**src/rtl/btn_debounce_pulse.sv**
```systemverilog
// Push-button conditioning for the ALU front panel.
// Each raw button is synchronised with two flip-flops, filtered so that a new
// level is only accepted after it has been stable for DB_CYCLES clocks, and
// converted into a debounced level plus a one-cycle pulse on every accepted
// press. Buttons are handled completely independently of one another.
module btn_debounce_pulse #(
  parameter int NB_BTN    = 3,
  parameter int DB_CYCLES = 1000000
) (
  input  logic              clock,
  input  logic              i_reset,
  input  logic [NB_BTN-1:0] i_btn,
  output logic [NB_BTN-1:0] o_btn_db,
  output logic [NB_BTN-1:0] o_btn_pulse
);

  localparam int NB_CNT = $clog2(DB_CYCLES);
  localparam logic [NB_CNT-1:0] CNT_LAST = NB_CNT'(DB_CYCLES - 1);

  typedef enum logic {
    IDLE_LOW  = 1'b0,
    HELD_HIGH = 1'b1
  } state_t;

  logic [NB_BTN-1:0] r_sync1;
  logic [NB_BTN-1:0] r_sync2;
  logic [NB_BTN-1:0] r_pulse;
  state_t            r_state     [NB_BTN];
  logic [NB_CNT-1:0] r_cnt       [NB_BTN];
  state_t            w_stateNext [NB_BTN];
  logic [NB_CNT-1:0] w_cntNext   [NB_BTN];
  logic [NB_BTN-1:0] w_pulseNext;

  // Two-flop synchroniser bringing the asynchronous buttons into the clock domain
  always_ff @(posedge clock) begin
    if (!i_reset) begin
      r_sync1 <= '0;
      r_sync2 <= '0;
    end else begin
      r_sync1 <= i_btn;
      r_sync2 <= r_sync1;
    end
  end

  // Filter state register: accepted stable level and stability counter per button
  always_ff @(posedge clock) begin
    for (int i = 0; i < NB_BTN; i++) begin
      if (!i_reset) begin
        r_state[i] <= IDLE_LOW;
        r_cnt[i]   <= '0;
      end else begin
        r_state[i] <= w_stateNext[i];
        r_cnt[i]   <= w_cntNext[i];
      end
    end
  end

  // Next-state logic: count while the synchronised input disagrees, flip after the last count
  always_comb begin
    for (int i = 0; i < NB_BTN; i++) begin
      w_stateNext[i] = r_state[i];
      w_cntNext[i]   = '0;
      if (r_sync2[i] != (r_state[i] == HELD_HIGH)) begin
        if (r_cnt[i] == CNT_LAST) begin
          w_stateNext[i] = (r_state[i] == IDLE_LOW) ? HELD_HIGH : IDLE_LOW;
          w_cntNext[i]   = '0;
        end else begin
          w_cntNext[i]   = r_cnt[i] + NB_CNT'(1);
        end
      end
    end
  end

  // Output decode: level follows the stable state, a pulse is armed only on a low-to-high flip
  always_comb begin
    for (int i = 0; i < NB_BTN; i++) begin
      o_btn_db[i]    = (r_state[i] == HELD_HIGH);
      w_pulseNext[i] = (r_state[i] == IDLE_LOW) && (w_stateNext[i] == HELD_HIGH);
    end
  end

  // Pulse register so the load enables downstream come straight from a flop
  always_ff @(posedge clock) begin
    if (!i_reset) begin
      r_pulse <= '0;
    end else begin
      r_pulse <= w_pulseNext;
    end
  end

  assign o_btn_pulse = r_pulse;

endmodule
```
**config.mk**
```make
export PLATFORM = sky130hd
export DESIGN_NAME = btn_debounce_pulse
export DESIGN_NICKNAME = d
export VERILOG_FILES = /design/src/rtl/btn_debounce_pulse.sv
export SDC_FILE = /design/constraint.sdc
export NUM_CORES = 1
export LEC_CHECK = 0
export CORE_MARGIN = 2
export CORE_UTILIZATION = 50
export DETAILED_ROUTE_END_ITERATION = 12
export PLACE_DENSITY = 0.68
export SYNTH_ARGS = -nofsm -noshare
export SYNTH_HDL_FRONTEND = slang
export SYNTH_SLANG_ARGS = --single-unit
```
**constraint.sdc**
```tcl
create_clock -name clock -period 1.71 [get_ports clock]
set_input_delay 0.342 -clock clock [delete_from_list [all_inputs] [get_ports clock]]
set_output_delay 0.342 -clock clock [all_outputs]
set_load 0.01 [all_outputs]
```
==> results.py <==
metrics = {
    "worst_hold_path": {
        "holdCritPathClass": "reg2reg",
    },
    "finish": {
        "fillers": 508,
        "final_cell_mix": "dfxtp_1, buf_4, nor2_1",
        "layout_commonest_cell": "dfxtp_1",
        "drive_above_1_share_pct": 26.7,
        "syn_to_final_growth_pct": 31.3,
        "nets": 445,
        "fin_util_pct": 69.1,
        "final_cells": 517,
        "antennaDiodeCount": 0,
    },
    "clocking": {
        "insertion_delay_ns": 0.34,
        "clockBufferDepth": 2,
        "clk_pin_slew_ns": 0.08,
        "ctsHoldBuffers": 0,
        "cts_buffers": 9,
        "tritoncts": "done",
        "clock_sinks": 72,
        "htreeDepth": 3,
        "clockRootBuffer": "clkbuf_8",
    },
    "timing": {
        "report.final.slew_viol_count": 0,
        "relSlewSlack_pct": 76.6,
        "period_minus_slack_ns": 2.00,
        "hold_viol": 0,
        "fin_skew_ns": 0.00886,
        "max_freq_mhz": 500,
        "rsz0062_at_grt": "yes",
        "hold_slack_ns": 0.442,
        "tightestPinTransition_ns": 0.347,
        "finalCritPeriodShare_pct": 117,
        "setup_viol": 24,
        "setup_ws_ns": -0.288,
    },
    "run_status": {
        "status": "finished with violations",
        "violations": "setup timing",
    },
    "placement": {
        "gp_congestion": 0.894,
        "dp_hpwl_um": 4660,
        "dpl.cell_count": 491,
        "port_buffers": 10,
    },
    "power": {
        "p_leak_nw": 1.36,
        "peakVddDrop_mv": 0.581,
        "powerDensity_nw_per_um2": 732,
    },
    "route": {
        "route.detailed.drc": 0,
        "drt_wl_total_um": 6880,
        "firstDrtPassIters": 4,
        "wl_per_cell_um": 13.3,
        "vias": 2810,
        "antenna_left": 0,
        "drt-initial-drc-count": 101,
        "avgViaCountPerCell": 5.44,
    },
    "die": {
        "start_util_pct": 52.6,
        "die_w_um": 83.4,
        "boundaryPins": 11,
        "die_h_um": 83.4,
        "rows": 28,
        "core_area_um2": 5990,
        "die_area_um2": 6950,
    },
    "worst_setup_path": {
        "critical_path_class": "reg2reg",
        "cpMaxStageDelayCell": "or4b_4",
        "critPathCaptureType": "flip-flop",
        "cp_common_cell": "buf_4",
        "critPathBufInv": 2,
        "crit_chain": "or4b_4, or4_4, o211ai_1, buf_4, buf_4, a21oi_1",
        "cpPeakStageDelay_ns": 0.53,
        "start_kind": "flip-flop",
        "arrival_ns": 2.23,
        "crit_fanout": 5,
        "required_ns": 1.94,
        "critical-path-top-delay-family": "simple AND/OR/NAND/NOR gates",
    },
    "synth": {
        "synthesis.nets": 376,
        "syn_inst": 368,
        "syn_area_um2": 3150,
        "yosysSeqAreaShare_pct": 45.7,
        "synth.avg_cell_area_um2": 8.56,
        "synth_cell_types": 30,
        "yosys_warnings": 0,
        "ys_ff_latch": 72,
    },
    "global_route": {
        "antenna_found_initial": 0,
        "grt_overflow": 0,
        "grt_pass1_vias": 2559,
        "grt_usage_pct": 20.1,
        "grt_max_degree": 14,
        "grt_pass1_wl_um": 11400,
    },
    "job": {
        "max_cap_viol_count": 0,
    },
}
[registers in the layout, indices dropped and copies added (netlist names)]
signal	cells
r_cnt	60
o_btn_pulse	3
r_state	3
r_sync1	3
r_sync2	3
[per-layer routing]
layer	part of all wire [%]	global-route usage [%]	routed length [um]	up-vias
met5	0	0	0	-
met4	1.7	8.05	116	0
met3	3.4	5.96	236	8
met2	49	32.1	3340	46
met1	46	25.4	3190	1317
li1	-	-	-	1439
[power by group]
| group | internal, mW | switching [mW] | total, mW |
|---|---|---|---|
| combinational | 0.0285 | 0.0266 | 0.0551 |
| sequential | 1.68 | 0.00551 | 1.69 |
| clock | 0.666 | 0.621 | 1.29 |
| total | 2.38 | 0.653 | 3.03 |
[worst paths after layout]
kind	from	end	slack [ns]	depth (start not counted)
worst min register to register	r_cnt[1][0]	r_cnt[1][0]	0.44	1
worst max register to register	r_cnt[2][13]	r_cnt[2][13]	-0.29	6
worst max-delay path	r_cnt[2][13]	r_cnt[2][13]	-0.29	6
worst min-delay path	r_cnt[1][0]	r_cnt[1][0]	0.44	1
[repair_timing]
action	4_1_cts	5_1_grt
pin swaps	1	10
hold endpoints to repair	0	0
gates cloned	0	3
setup endpoints to repair	29	55
setup buffers	3	4
gates resized for setup	6	33
[cell usage after synthesis, drive strengths merged]
cell type	number	area, um^2
dfxtp	72	1440
o21ai	15	75.1
nand3	23	120
o211ai	3	22.5
inv	15	56.3
nor4b	4	35.0
buf	6	37.5
xor2	17	149
nand2	23	86.3
or3b	1	8.76
o31ai	10	75.1
xnor2	18	158
or4	13	97.6
and3	5	32.5
and2	9	56.3
ha	3	37.5
nor3	4	20.0
or2	2	12.5
or4b	2	20.0
nand4	14	87.6
or3	16	103
clkbuf	11	41.3
and4	4	35.0
nor4	8	50.1
nor2	45	169
a21oi	25	125
[per-stage QoR]
stage | power [mW] | TNS [ns] | cell area [um^2] | worst slack (ns)
2_1_floorplan | 1.75 | -3.23 | 3200 | -0.162
3_3_place_gp | 1.77 | -4.23 | 3720 | -0.206
3_5_place_dp | 1.77 | -6.25 | 3720 | -0.290
4_1_cts | 3.05 | -5.44 | 3970 | -0.277
5_1_grt | 3.14 | -6.84 | 4140 | -0.329
6_report | 3.03 | -5.51 | 4140 | -0.288
[cells by family after synthesis]
family | share of synthesized area (%)
flops | 45.7
simple gates | 29.6
buf+inv | 4.29
xor+xnor | 9.73
compound gates | 9.45
fa+ha+maj | 1.19
[cell type report]
class | instances | area [um^2] | share of cell area (%)
multi-input cells | 264 | 1710 | 41.2
well taps | 75 | 93.8 | 2.27
inverters | 15 | 56.3 | 1.36
clock buffers | 10 | 128 | 3.08
flip-flops and latches | 72 | 1460 | 35.3
clock inverters | 6 | 60.1 | 1.45
repair buffers | 75 | 633 | 15.3
Note: power is estimated with default switching activity, not from simulation.
